$ cat src/rtl/key_pkg.sv
// Shared types and helpers for the push-button debouncer.
package key_pkg;

  typedef enum logic [1:0] {
    ST_UP      = 2'd0,
    ST_WAIT_DN = 2'd1,
    ST_DOWN    = 2'd2,
    ST_WAIT_UP = 2'd3
  } key_st_e;

  // Number of clk cycles a synchronised level must hold before it is accepted.
  function automatic int unsigned db_cycles(input int unsigned clk_hz, input int unsigned ms);
    return (clk_hz / 1000) * ms;
  endfunction

endpackage

$ cat src/rtl/key_debounce_ch.sv
// One key: 2-FF synchroniser, stability counter and press/release FSM.
module key_debounce_ch
  import key_pkg::*;
#(
  parameter int unsigned DB_CYCLES = 8
) (
  input  logic clk,
  input  logic rst_n,
  input  logic key_n_i,
  output logic state_o,
  output logic press_o,
  output logic release_o
);

  localparam int unsigned CNT_W = (DB_CYCLES > 1) ? $clog2(DB_CYCLES) : 1;
  localparam logic [CNT_W-1:0] CNT_LAST = CNT_W'(DB_CYCLES - 1);

  logic [1:0]       sync_q;
  logic             s_n;
  key_st_e          state_q, state_d;
  logic [CNT_W-1:0] cnt_q, cnt_d;
  logic             level_q, level_d;
  logic             press_q, press_d;
  logic             release_q, release_d;

  // Synchroniser resets to "released" so no spurious press follows reset.
  always_ff @(posedge clk or negedge rst_n) begin
    if (!rst_n) begin
      sync_q <= 2'b11;
    end else begin
      sync_q <= {sync_q[0], key_n_i};
    end
  end

  assign s_n = sync_q[1];

  always_ff @(posedge clk or negedge rst_n) begin
    if (!rst_n) begin
      state_q   <= ST_UP;
      cnt_q     <= '0;
      level_q   <= 1'b0;
      press_q   <= 1'b0;
      release_q <= 1'b0;
    end else begin
      state_q   <= state_d;
      cnt_q     <= cnt_d;
      level_q   <= level_d;
      press_q   <= press_d;
      release_q <= release_d;
    end
  end

  // A reverting level always beats the terminal count, so a last-cycle bounce aborts.
  always_comb begin
    state_d   = state_q;
    cnt_d     = cnt_q;
    press_d   = 1'b0;
    release_d = 1'b0;
    case (state_q)
      ST_UP: begin
        if (!s_n) begin
          state_d = ST_WAIT_DN;
          cnt_d   = '0;
        end
      end
      ST_WAIT_DN: begin
        if (s_n) begin
          state_d = ST_UP;
        end else if (cnt_q == CNT_LAST) begin
          state_d = ST_DOWN;
          press_d = 1'b1;
        end else begin
          cnt_d = cnt_q + CNT_W'(1);
        end
      end
      ST_DOWN: begin
        if (s_n) begin
          state_d = ST_WAIT_UP;
          cnt_d   = '0;
        end
      end
      ST_WAIT_UP: begin
        if (!s_n) begin
          state_d = ST_DOWN;
        end else if (cnt_q == CNT_LAST) begin
          state_d   = ST_UP;
          release_d = 1'b1;
        end else begin
          cnt_d = cnt_q + CNT_W'(1);
        end
      end
      default: state_d = ST_UP;
    endcase
    level_d = (state_d == ST_DOWN) || (state_d == ST_WAIT_UP);
  end

  assign state_o   = level_q;
  assign press_o   = press_q;
  assign release_o = release_q;

endmodule

$ cat src/rtl/key_debounce.sv
// Debounces N active-low push-buttons into clean levels and one-cycle press/release events.
module key_debounce
  import key_pkg::*;
#(
  parameter int unsigned CLK_FREQ_HZ = 50_000_000,
  parameter int unsigned DEBOUNCE_MS = 20,
  parameter int unsigned N_KEYS      = 4
) (
  input  logic              clk,
  input  logic              rst_n,
  input  logic [N_KEYS-1:0] key_n,
  output logic [N_KEYS-1:0] key_state,
  output logic [N_KEYS-1:0] key_press,
  output logic [N_KEYS-1:0] key_release
);

  localparam int unsigned DB_CYCLES = db_cycles(CLK_FREQ_HZ, DEBOUNCE_MS);

  if (DB_CYCLES < 2) begin : g_db_check
    $error("key_debounce: DB_CYCLES must be at least 2");
  end

  for (genvar i = 0; i < N_KEYS; i++) begin : g_key
    key_debounce_ch #(
      .DB_CYCLES(DB_CYCLES)
    ) u_ch (
      .clk      (clk),
      .rst_n    (rst_n),
      .key_n_i  (key_n[i]),
      .state_o  (key_state[i]),
      .press_o  (key_press[i]),
      .release_o(key_release[i])
    );
  end

endmodule

$ cat config.mk
export PLATFORM = sky130hd
export DESIGN_NAME = key_debounce
export DESIGN_NICKNAME = d
export VERILOG_FILES = /design/src/rtl/key_pkg.sv /design/src/rtl/key_debounce_ch.sv /design/src/rtl/key_debounce.sv
export SDC_FILE = /design/constraint.sdc
export NUM_CORES = 1
export LEC_CHECK = 0
export ABC_AREA = 1
export ABC_CLOCK_PERIOD_IN_PS = 2000
export BUFFER_PORTS_ARGS = -buffer_cell sky130_fd_sc_hd__buf_2
export CAP_MARGIN = 0
export CORE_ASPECT_RATIO = 1.25
export CORE_UTILIZATION = 63
export CTS_BUF_LIST = sky130_fd_sc_hd__clkbuf_4 sky130_fd_sc_hd__clkbuf_8 sky130_fd_sc_hd__clkbuf_16
export CTS_CLUSTER_DIAMETER = 100
export DETAILED_ROUTE_END_ITERATION = 12
export PLACE_DENSITY_LB_ADDON = 0.25
export SYNTH_ARGS = -nofsm -noshare
export SYNTH_HDL_FRONTEND = slang
export SYNTH_SLANG_ARGS = --single-unit
$ cat constraint.sdc
create_clock -name clk -period 2 [get_ports clk]
set_input_delay 0.6 -clock clk [delete_from_list [all_inputs] [get_ports clk]]
set_output_delay 0.6 -clock clk [all_outputs]
set_load 0.03 [all_outputs]
=== After elaboration in Yosys (flattened, before gate mapping) ===
Cells that the tools add are included.

* Register bits after elaboration: 108

* Add/sub/neg operators: 4
* Eq/ne operators: 40
* Multiplexer cells: 72
* Reduce and logical (&&, ||, !) cells: 12

{| class="wikitable"
|+ Operator list
! cell !! number
|-
| 2-to-1 mux 20 bit || 20
|-
| one-hot mux 20 bit (4 select lines) || 4
|-
| adder 20 x 1 -> 20 bit, second input constant || 4
|-
| == test 20 bit, second input constant || 4
|-
| 2-to-1 mux 2 bit || 24
|-
| == test 2 bit, second input constant || 16
|-
| one-hot mux 2 bit (4 select lines) || 4
|-
| 2-to-1 mux 1 bit || 20
|-
| != test 2 x 1 -> 1 bit, second input constant || 8
|-
| != test 2 bit, second input constant || 8
|-
| AND reduction 4 bit || 4
|-
| == test 2 x 1 -> 1 bit, second input constant || 4
|-
| zero test 2 bit || 4
|-
| logical OR 1 bit || 4
|}

=== Depth between registers and ports, before layout ===
Gate-level depths: netlist (run 1).

* Depth after elaboration: 6
* Gate-level depth with buffers: 10
* Depth with buffers taken out: 10

=== Cells and area by module ===
Synthesis (run 1) repeated with hierarchy kept, for this count alone.

* Cells, all modules: 911
* Area total of the unflattened synthesis: 6429.9 um^2

{| class="wikitable"
|+ By module, submodules not included
! module !! times used !! cells each !! area an instance (um^2) !! sequential area each (um^2)
|-
| key_debounce_ch at g_key[0].u_ch ... || 3 || 227 || 1601.5 || 653.1
|-
| key_debounce_ch at g_key[3].u_ch || 1 || 230 || 1625.3 || 678.2
|}

=== Worst setup path before layout (run 1) ===
No wires, ideal clock.

* Kind: register -> register
* From: register g_key[2].u_ch.cnt_q[0]
* To: register g_key[2].u_ch.cnt_q[18]
* Setup time: 0.118 ns
* Data arrival time: 1.488 ns
* Slack: 0.394 ns
* Stages on the path, launching flop included: 10
* Path buffers: 1
* Clock period less this slack: 1.606 ns
* Path through: dfrtp_1 ha_1 nand3_2 nor2_2 nand2_1 nor2_2 nor2_4 buf_2 nand3_1 nand2_1

* Word-level cells in the longest chain between the ends: 4

{| class="wikitable"
|+ RTL lines
! item !! RTL line !! RTL
|-
| from (decl) || key_debounce_ch.sv:21 || <nowiki>logic [CNT_W-1:0] cnt_q, cnt_d;</nowiki>
|-
| from (signal assigned) || key_debounce_ch.sv:46 || <nowiki>cnt_q <= cnt_d;</nowiki>
|-
| adder 20 x 1 -> 20 bit / == test 20 bit (equally long branches) || - ||
|-
| 2-to-1 mux 20 bit (*) || key_debounce_ch.sv:69, key_debounce_ch.sv:85 ||
|-
| 2-to-1 mux 20 bit (on tied branches) || key_debounce_ch.sv:83, key_debounce_ch.sv:67 ||
|-
| one-hot mux 20 bit (4 select lines) (*) || key_debounce_ch.sv:59 || <nowiki>case (state_q)</nowiki>
|}

Every way passes the cells marked *; elsewhere a longest branch is shown, timed or not. The select of a mux whose other input is x is not followed.
A chain may end at the register's enable or synchronous reset.

=== Worst setup path after layout (run 1) ===
Ends and elaborated chain as after synthesis.

==> out/metrics.cfg, run 1 <==
[sta]
setup_viol = 0
clock_skew_ps = 8.63
rsz0062_at_grt = no
finalCriticalPeriod_ps = 1820
report.final.slew_viol_count = 0
worstMarginPinSlew_ps = 433
min_period_over_period_pct = 91.0
fmax_ghz = 0.550
slew_headroom_pct = 71.1
hold_violations = 0

[drt]
vias = 5857
route.detailed.drc = 0
dr.pass1.iters = 5
drtIter0Drc = 307
vias_per_cell = 5.49
postRouteAntennaNets = 0
wl_um = 13900
wire_per_inst_um = 13.0

[worst_setup_path]
rr_endpoint = g_key[2].u_ch.cnt_q[18]
reg2reg_slack_ps = 180
crit_buf_inv = 1
criticalPathCategory = reg -> reg
r2r_start = g_key[2].u_ch.cnt_q[0]
end_kind = register
worstPathRequired_ps = 2240
crit_chain = ha_2 > nand3_2 > nor2_2 > nand2_1 > nor2_2 > nor2_4 > buf_4 > nand3_1 > nand2_1
crit_family = simple AND/OR/NAND/NOR gates
reg2reg_depth = 9
slowest_stage = dfrtp_1
crit_path_start_kind = register
critPathMaxFanout = 13
slowest_delay_ps = 440
cp_data_arrival_time_ps = 2060

[logic_synthesis]
avgSynthCellArea_um2 = 7.12
yosys_warnings = 0
synth_nets = 931
syn-instance-count = 921
synth-main-ff-cell = dfrtp_1
synth.ff_latch_count = 108
synth_cell_types = 34
synth_edf_count = 0
synth_area_mm2 = 0.00656
async_flop_share_pct = 100
synth-seq-area-share_pct = 41.4

[global_routing]
grt_util_all_layers_pct = 27.3
grt_first_pass_wirelength_um = 23700
antenna_found_initial = 0
grt_pass1_vias = 5428
grt_max_degree = 58
overflow = 0

[floorplan]
core_mm2 = 0.0101
rows = 41
die_x_um = 93.3
die_y_um = 116
io_pins = 18
initial_core_util_pct = 64.9
fp.dieArea_mm2 = 0.0108

[layout]
fillers = 805
final_cell_mix = nand2_1 (297), nor2_1 (133), dfrtp_1 (100)
nets = 943
fin_cells = 1067
regArea_mm2 = 0.00271
layout_commonest_cell = nand2_1
multi_input_area_mm2 = 0.00330
antennaDiodeCount = 0
layout-drive-gt1-share_pct = 11.3
area_growth_syn_to_layout_pct = 7.71

[clock_tree]
clk_path_buf_depth = 2
h-tree-depth = 3
numCtsBuffers = 9
clock_sinks = 108
cts_root_buffer = clkbuf_16
clkSlewWorstSetupHoldPaths_ps = 70
clock_latency_ps = 350
hold_buffers = 0
cts_tree = done

[power_and_ir_drop]
power.switching_mw = 1.03
p_int_mw = 3.52
clkPwrFrac_pct = 44.8
power_mw = 4.55
power_frac_comb_pct = 5.4
power.density_mw_per_mm2 = 644
peakVddDrop_v = 0.000378
switching_share_pct = 22.7
p_leak_nw = 2.97
p_seq_share_pct = 49.8

[placement]
dp.cells = 1049
port_buffers = 17
routabilityCongestion = 0.925
hpwl_um = 9850

[run_status]
outcome = completed

[job]
maxCapViolations = 0

[hold_path]
hp-class = in -> async

-- routing by layer --
metal  vias to the layer above  share of wire, %  GRT usage (%)
met5                         -                 0              0
met4                         0               2.5           11.3
met3                        36               4.8           3.74
met2                       171                48           46.3
met1                      2671                45           35.2
li1                       2979                 -              -
-- synthesized netlist by cell type (3+ instances only) --
| library cell | n | area, um2 |
|---|---|---|
| nand2_1 | 297 | 1110 |
| nor2_1 | 133 | 499 |
| dfrtp_1 | 100 | 2500 |
| nand3_1 | 86 | 430 |
| inv_1 | 73 | 274 |
| o21ai_1 | 38 | 190 |
| nand4_1 | 33 | 206 |
| o21bai_1 | 19 | 143 |
| xor2_1 | 19 | 166 |
| o21ai_0 | 15 | 75.1 |
| buf_4 | 13 | 97.6 |
| buf_2 | 10 | 50.1 |
| nand2_2 | 10 | 62.6 |
| o21ai_2 | 10 | 87.6 |
| dfstp_2 | 8 | 210 |
| nor2_2 | 8 | 50.1 |
| a21oi_1 | 5 | 25.0 |
| inv_2 | 5 | 18.8 |
| nor2_4 | 5 | 56.3 |
| nor3_1 | 5 | 25.0 |
| ha_1 | 4 | 50.1 |
| nand3_2 | 4 | 40.0 |
| buf_1 | 3 | 11.3 |
| buf_6 | 3 | 33.8 |
| nand3b_1 | 3 | 22.5 |
-- cell families (layout without fill, tap and decap cells) --
logic type	Yosys count	count (layout)	share of synthesized area, %
compound gates	87	87	7.94
fa+ha+maj	4	4	0.763
simple gates	588	588	38.7
xor+xnor	21	21	2.80
buf+inv	113	130	8.41
flops	108	108	41.4
-- metrics by stage --
stage,TNS [ps],setup slack (ps),instance area (um2),hold slack (ps),util [%]
after floorplan,0,394,6560,304,-
after global placement,0,77.8,6700,346,66.3
after detailed placement,-10.5,-10.5,6700,347,66.3
after CTS,0,102,7040,252,69.7
after global routing,0,47.0,7060,258,69.9
final,0,180,7060,239,69.9
-- worst register-to-register path: stages, from the launching register on --
cell,delay [ps]
dfrtp_1,440
ha_2,270
nand3_2,150
nor2_2,210
nand2_1,80
nor2_2,150
nor2_4,80
buf_4,190
nand3_1,90
nand2_1,50
-- power groups by stage --
| stage | Sequential [mW] | Combinational [mW] | Clock [mW] |
|---|---|---|---|
| 2_1_floorplan | 2.30 | 0.165 | 0 |
| 3_3_place_gp | 2.31 | 0.240 | 0 |
| 3_5_place_dp | 2.31 | 0.243 | 0 |
| 4_1_cts | 2.27 | 0.245 | 2.08 |
| 5_1_grt | 2.27 | 0.277 | 2.17 |
| 6_report | 2.27 | 0.244 | 2.04 |
-- final cells by class --
type                       count  share of cell area (%)
multi-input combinational    700                    46.7
sequential                   108                    38.4
inverter                      81                    4.55
timing repair buffer          33                    3.29
clock buffer                   9                    3.19
tap                          129                    2.29
clock inverter                 7                    1.61
-- worst max path at each step --
| stage | startpoint | endpoint | slack (ps) | cells past startpoint |
|---|---|---|---|---|
| after floorplan | g_key[2].u_ch.cnt_q[0] | g_key[2].u_ch.cnt_q[18] | 390 | 9 |
| after global placement | g_key[1].u_ch.cnt_q[0] | g_key[1].u_ch.cnt_q[14] | 80 | 9 |
| after detailed placement | g_key[1].u_ch.cnt_q[0] | g_key[1].u_ch.cnt_q[14] | -10 | 9 |
| after CTS | g_key[3].u_ch.cnt_q[0] | g_key[3].u_ch.cnt_q[17] | 100 | 9 |
| after global routing | g_key[2].u_ch.cnt_q[0] | g_key[2].u_ch.cnt_q[0] | 50 | 9 |
| final | g_key[2].u_ch.cnt_q[0] | g_key[2].u_ch.cnt_q[18] | 180 | 9 |
-- sequential cells by signal, summed over array words and instances (netlist names) --
name,count
g_key.u_ch.sync_q,8
g_key.u_ch.release_o,4
g_key.u_ch.state_q,8
g_key.u_ch.cnt_q,80
g_key.u_ch.state_o,4
g_key.u_ch.press_o,4
-- what timing repair did --
action                                  4_1_cts  5_1_grt
resized for setup                             1        3
pin swaps                                     0        2
buffers inserted                              0        2
endpoints found under the setup margin        2       31
Power figures use the tool's default switching activity.
==> inputs of run 2 (changes only) <==
CORE_UTILIZATION = 29   (was 63)
SLEW_MARGIN = 25   (was default)
==> run 2 against run 1 <==
Against the previous run: critical path depth unchanged; combinational power up 2%; first-iteration DRC count down 3.9%; register-to-register slack better by 40 ps; critical path type unchanged; highest routed layer unchanged.
==> out/metrics.cfg, run 2 (synthesized netlist as in run 1, its figures left out) <==
[layout]
fin_util_pct = 32.6  ; -37 points
largest_reg_flops = 80  ; unchanged
fillers = 2376  ; +200%
layout_commonest_cell = nand2_1
antennaDiodeCount = 0  ; unchanged
reg_top3 = g_key.u_ch.cnt_q (80), g_key.u_ch.state_q (8), g_key.u_ch.sync_q (8)
nets = 943  ; unchanged
final_cell_mix = nand2_1 (297), nor2_1 (132), dfrtp_1 (99)
area_growth_syn_to_layout_pct = 10.4
layout-drive-gt1-share_pct = 11.6  ; +0.32 points
top_register = g_key.u_ch.cnt_q

[job]
maxCapViolations = 0  ; unchanged

[sta]
report.final.slew_viol_count = 0  ; unchanged
whs_ps = 196  ; -42.4 ps
hold_violations = 0  ; unchanged
setup_slack_ps = 223  ; +42.5 ps
slew_headroom_pct = 71.6  ; +0.54 points
setup_tns_ps = 0  ; unchanged
rsz0062_at_grt = no
worstMarginPinSlew_ps = 425  ; -8.66 ps
clock_skew_ps = 11.5  ; +2.84 ps
setup_viol = 0  ; unchanged
min_period_over_period_pct = 88.9  ; -2.1 points
finalCriticalPeriod_ps = 1780  ; -42.5 ps
fmax_ghz = 0.563  ; +2.4%

[floorplan]
rows = 61  ; +49%
fp.dieArea_mm2 = 0.0232  ; +110%
io_pins = 18  ; unchanged
die_y_um = 170  ; +47%
initial_core_util_pct = 29.5  ; -35 points
core_mm2 = 0.0222  ; +120%
die_x_um = 137  ; +46%

[placement]
routabilityCongestion = 0.875  ; -5.5%
port_buffers = 17  ; unchanged
hpwl_um = 11300  ; +14%
dp_slack_ps = 47.5  ; +58.1 ps

[global_routing]
antenna_found_initial = 0  ; unchanged
use_met2_pct = 24.9  ; -21 points
grt_util_all_layers_pct = 14.4  ; -13 points
overflow = 0  ; unchanged
grt_pass1_vias = 5515  ; +1.6%
grt-busiest-layer = met2
use_met1_pct = 17.8  ; -17 points
grt_first_pass_wirelength_um = 26500  ; +12%
grt_max_degree = 70  ; +21%
met3_usage_pct = 2.62  ; -1.1 points

[worst_setup_path]
slowest_delay_ps = 410  ; -30 ps
crit_chain = ha_2 > nand3_2 > nor2_2 > nand2_1 > nor2_2 > nor2_4 > buf_4 > nand3_1 > o21ai_1
critPathMaxFanout = 13  ; unchanged
criticalPathCategory = reg -> reg
reg2reg_slack_ps = 220  ; +40 ps
crit_top_cell = nor2_2
crit_path_start_kind = register
worstPathRequired_ps = 2250  ; about the same
slowest_stage = dfrtp_2
cp_data_arrival_time_ps = 2020  ; -40 ps
crit_buf_inv = 1  ; unchanged
rr_endpoint = g_key[2].u_ch.cnt_q[0]
end_kind = register
r2r_start = g_key[2].u_ch.cnt_q[0]
reg2reg_depth = 9  ; unchanged
crit_family = simple AND/OR/NAND/NOR gates

[drt]
vias = 5687  ; -2.9%
postRouteAntennaNets = 0  ; unchanged
vias_per_cell = 4.66  ; -15%
dr.pass1.iters = 5  ; unchanged
wl_um = 15500  ; +11%
drtIter0Drc = 295  ; -3.9%
route.detailed.drc = 0  ; unchanged
wire_per_inst_um = 12.7  ; -2.7%

[power_and_ir_drop]
power_mw = 4.46  ; -2.0%
peakVddDrop_v = 0.000420  ; +11%
p_leak_nw = 2.96  ; -0.51%
power.density_mw_per_mm2 = 616  ; -4.4%

[clock_tree]
cts_root_buffer = clkbuf_16
cts_tree = done
clkSlewWorstSetupHoldPaths_ps = 80  ; about the same
clock_sinks = 108  ; unchanged
clk_path_buf_depth = 2  ; unchanged
hold_buffers = 0  ; unchanged
clock_latency_ps = 360  ; about the same
numCtsBuffers = 9  ; unchanged
h-tree-depth = 3  ; unchanged

[hold_path]
hp-class = in -> async

[run_status]
outcome = completed

==> run 2: worst max path at each step <==
stage / startpoint / end / slack [ps] / cells past startpoint
floorplan: g_key[2].u_ch.cnt_q[0] / g_key[2].u_ch.cnt_q[18] / 390 / 9
detailed placement: g_key[1].u_ch.cnt_q[0] / g_key[1].u_ch.cnt_q[16] / 50 / 9
CTS: g_key[1].u_ch.cnt_q[0] / g_key[1].u_ch.cnt_q[6] / 40 / 9
global placement: g_key[1].u_ch.cnt_q[0] / g_key[1].u_ch.cnt_q[16] / 90 / 9
global route: g_key[0].u_ch.cnt_q[0] / g_key[0].u_ch.cnt_q[13] / 0.4 / 8
finish: g_key[2].u_ch.cnt_q[0] / g_key[2].u_ch.cnt_q[0] / 220 / 9
==> run 2: layout make-up <==
class                           instances  area (um2)  share of cell area [%]
Multi-Input combinational cell        700        3300                    45.6
Clock buffer                           10         233                    3.21
Tap cell                              283         354                    4.89
Timing Repair Buffer                   33         233                    3.21
Clock inverter                          6        83.8                    1.16
Inverter                               81         319                    4.41
Sequential cell                       108        2710                    37.5
==> run 2: report_power, final <==
part / internal (mW) / switching [mW] / leakage, nW / total (mW)
registers: 2.23 / 0.0383 / 1.46 / 2.27
clock network: 1.02 / 0.925 / 0.155 / 1.94
logic: 0.0662 / 0.182 / 1.34 / 0.248
==> run 2: layer usage <==
| metal | share of wire, % | vias to the layer above |
|---|---|---|
| met5 | 0 | - |
| met4 | 1.5 | 0 |
| met3 | 2.5 | 16 |
| met2 | 49 | 61 |
| met1 | 47 | 2643 |
| li1 | - | 2967 |
==> run 2: what timing repair did <==
item	4_1_cts	5_1_grt
endpoints found under the setup margin	0	66
setup buffers	0	1
resized for setup	0	7
==> run 2: stage by stage <==
| stage | area [um2] | std cells |
|---|---|---|
| final | 7240 | 1221 |
| after floorplan | 6560 | 921 |
| after CTS | 7220 | 1220 |
| after detailed placement | 6900 | 1204 |
| after global routing | 7240 | 1221 |
| after global placement | 6900 | 1204 |
==> inputs of run 3 (changes only) <==
CORE_MARGIN = 4   (was default)
==> run 3 against run 2 <==
Against the previous run: utilization is essentially flat; die area grew 8.1%; cell count about the same; register-to-register slack hardly changed; clock skew down 4.9 ps; critical path type unchanged; largest power group unchanged.
==> out/metrics.cfg, run 3 (synthesized netlist as in run 1, its figures left out) <==
[power_and_ir_drop]
p_seq_share_pct = 50.1  ; -0.8 points
p_int_mw = 3.42  ; +3.3%
power.density_mw_per_mm2 = 623  ; +1.2%
power.switching_mw = 1.10  ; -4.0%
peakVddDrop_v = 0.000406  ; -3.3%
clkPwrFrac_pct = 44.4  ; +0.8 points
power_frac_comb_pct = 5.5  ; about the same
switching_share_pct = 24.3  ; -1.4 points
p_leak_nw = 2.96  ; +0.19%

[drt]
vias = 5710  ; +0.40%
dr.pass1.iters = 5  ; unchanged
wire_per_inst_um = 12.8  ; +1.2%
route.detailed.drc = 0  ; unchanged
vias_per_cell = 4.67  ; +0.32%
drtIter0Drc = 328  ; +11%
wl_um = 15700  ; +1.3%
postRouteAntennaNets = 0  ; unchanged

[layout]
area_growth_syn_to_layout_pct = 10.7
antennaDiodeCount = 0  ; unchanged
largest_reg_flops = 80  ; unchanged
nets = 944  ; +0.11%
layout-drive-gt1-share_pct = 11.6  ; -0.012 points
fin_util_pct = 32.6  ; about the same
reg_top3 = g_key.u_ch.cnt_q (80), g_key.u_ch.state_q (8), g_key.u_ch.sync_q (8)
layout_commonest_cell = nand2_1
top_register = g_key.u_ch.cnt_q
final_cell_mix = nand2_1 (297), nor2_1 (131), dfrtp_1 (100)

[sta]
whs_ps = 223  ; +26.5 ps
worstMarginPinSlew_ps = 417  ; -7.93 ps
report.final.slew_viol_count = 0  ; unchanged
fmax_ghz = 0.558  ; -0.82%
clock_skew_ps = 6.55  ; -4.91 ps
setup_slack_ps = 208  ; -14.7 ps
slew_headroom_pct = 72.2  ; +0.53 points
setup_tns_ps = 0  ; unchanged
min_period_over_period_pct = 89.6  ; +0.73 points
finalCriticalPeriod_ps = 1790  ; +14.7 ps
setup_viol = 0  ; unchanged
hold_violations = 0  ; unchanged
rsz0062_at_grt = no

[global_routing]
antenna_found_initial = 0  ; unchanged
grt_util_all_layers_pct = 13.1  ; -1.3 points
grt_max_degree = 51  ; -27%
grt_first_pass_wirelength_um = 27100  ; +2.1%
grt_pass1_vias = 5471  ; -0.80%
overflow = 0  ; unchanged

[clock_tree]
clock_latency_ps = 360  ; about the same
hold_buffers = 0  ; unchanged
cts_tree = done
numCtsBuffers = 9  ; unchanged
h-tree-depth = 3  ; unchanged
cts_root_buffer = clkbuf_16
clk_path_buf_depth = 2  ; unchanged
clkSlewWorstSetupHoldPaths_ps = 70  ; about the same
clock_sinks = 108  ; unchanged

[floorplan]
fp.dieArea_mm2 = 0.0251  ; +8.1%
core_mm2 = 0.0223  ; +0.34%
initial_core_util_pct = 29.4  ; -0.10 points
die_y_um = 176  ; +3.5%
io_pins = 18  ; unchanged
die_x_um = 143  ; +4.4%
rows = 61  ; unchanged

[worst_setup_path]
end_kind = register
critPathMaxFanout = 13  ; unchanged
criticalPathCategory = reg -> reg
slowest_delay_ps = 400  ; about the same
worstPathRequired_ps = 2290  ; +40 ps
reg2reg_depth = 9  ; unchanged
cp_data_arrival_time_ps = 2080  ; +60 ps
crit_top_cell = nand2_1
crit_path_start_kind = register
slowest_stage = dfrtp_1
crit_chain = ha_1 > nand3_1 > nor2_2 > nand3_2 > nand2_4 > inv_2 > nand2_1 > nand2_1 > nor2_1

[placement]
port_buffers = 17  ; unchanged
hpwl_um = 11400  ; +1.2%
dp_slack_ps = 41.8  ; -5.69 ps
routabilityCongestion = 0.842  ; -3.7%

[job]
maxCapViolations = 0  ; unchanged

[hold_path]
hp-class = in -> async

[run_status]
outcome = completed

## run 3: cell count changes in the layout (fill, tap and decap cells not counted), sizes merged
cell	change
buf	+1
bufinv	+1
clkinv	-3
clkinvlp	+2
## run 3: power by group through the flow
stage	Sequential, mW	Clock [mW]	Combinational [mW]
2_1_floorplan	2.30	0	0.165
3_3_place_gp	2.31	0	0.253
3_5_place_dp	2.31	0	0.255
4_1_cts	2.27	2.10	0.256
5_1_grt	2.27	2.17	0.294
6_report	2.27	2.01	0.249
## run 3: layer usage
layer / track usage, % / vias to the layer above / routed length, um
li1: - / 2972 / -
met4: 4.83 / 0 / 294
met5: 0 / - / 0
met3: 1.98 / 21 / 383
met1: 17.2 / 2654 / 7290
met2: 21.8 / 63 / 7710
## run 3: worst max-delay path, delay by kind of cell, from the launching register on
family                   cells  cell delay, ps
AND/OR/NAND/NOR              7             980
buffers and inverters        1             120
adder cells (fa/ha/maj)      1             210
flip-flops                   1             400
## run 3: worst paths after layout
check | startpoint | endpoint | slack (ps)
hold / removal | rst_n | g_key[0].u_ch.cnt_q[6] | 220
setup / recovery | g_key[0].u_ch.cnt_q[0] | g_key[0].u_ch.cnt_q[18] | 210
min in group clk | key_n[1] | g_key[1].u_ch.sync_q[0] | 340
setup reg to reg | g_key[0].u_ch.cnt_q[0] | g_key[0].u_ch.cnt_q[18] | 210
hold reg to reg | g_key[1].u_ch.sync_q[0] | g_key[1].u_ch.sync_q[1] | 360
max in group asynchronous | rst_n | g_key[2].u_ch.sync_q[0] | 1390
## run 3: repair_timing
| item | 4_1_cts | 5_1_grt |
|---|---|---|
| setup endpoints to repair | 0 | 41 |
| gates resized for setup | 0 | 7 |
| buffers inserted | 0 | 1 |
## run 3: through the flow
stage          cell area (um2)  total power [mW]  instances
5_1_grt                   7260              4.74       1222
3_5_place_dp              6910              2.57       1205
2_1_floorplan             6560              2.47        921
3_3_place_gp              6910              2.56       1205
6_report                  7260              4.52       1222
4_1_cts                   7240              4.62       1221
## run 3: final cells by class
| class | count | area [um2] |
|---|---|---|
| fillers | 2420 | 15000 |
| flip-flops and latches | 108 | 2710 |
| clock buffers | 10 | 233 |
| repair buffers | 34 | 240 |
| multi-input cells | 700 | 3310 |
| well taps | 283 | 354 |
| inverters | 81 | 319 |
| clock inverters | 6 | 95.1 |
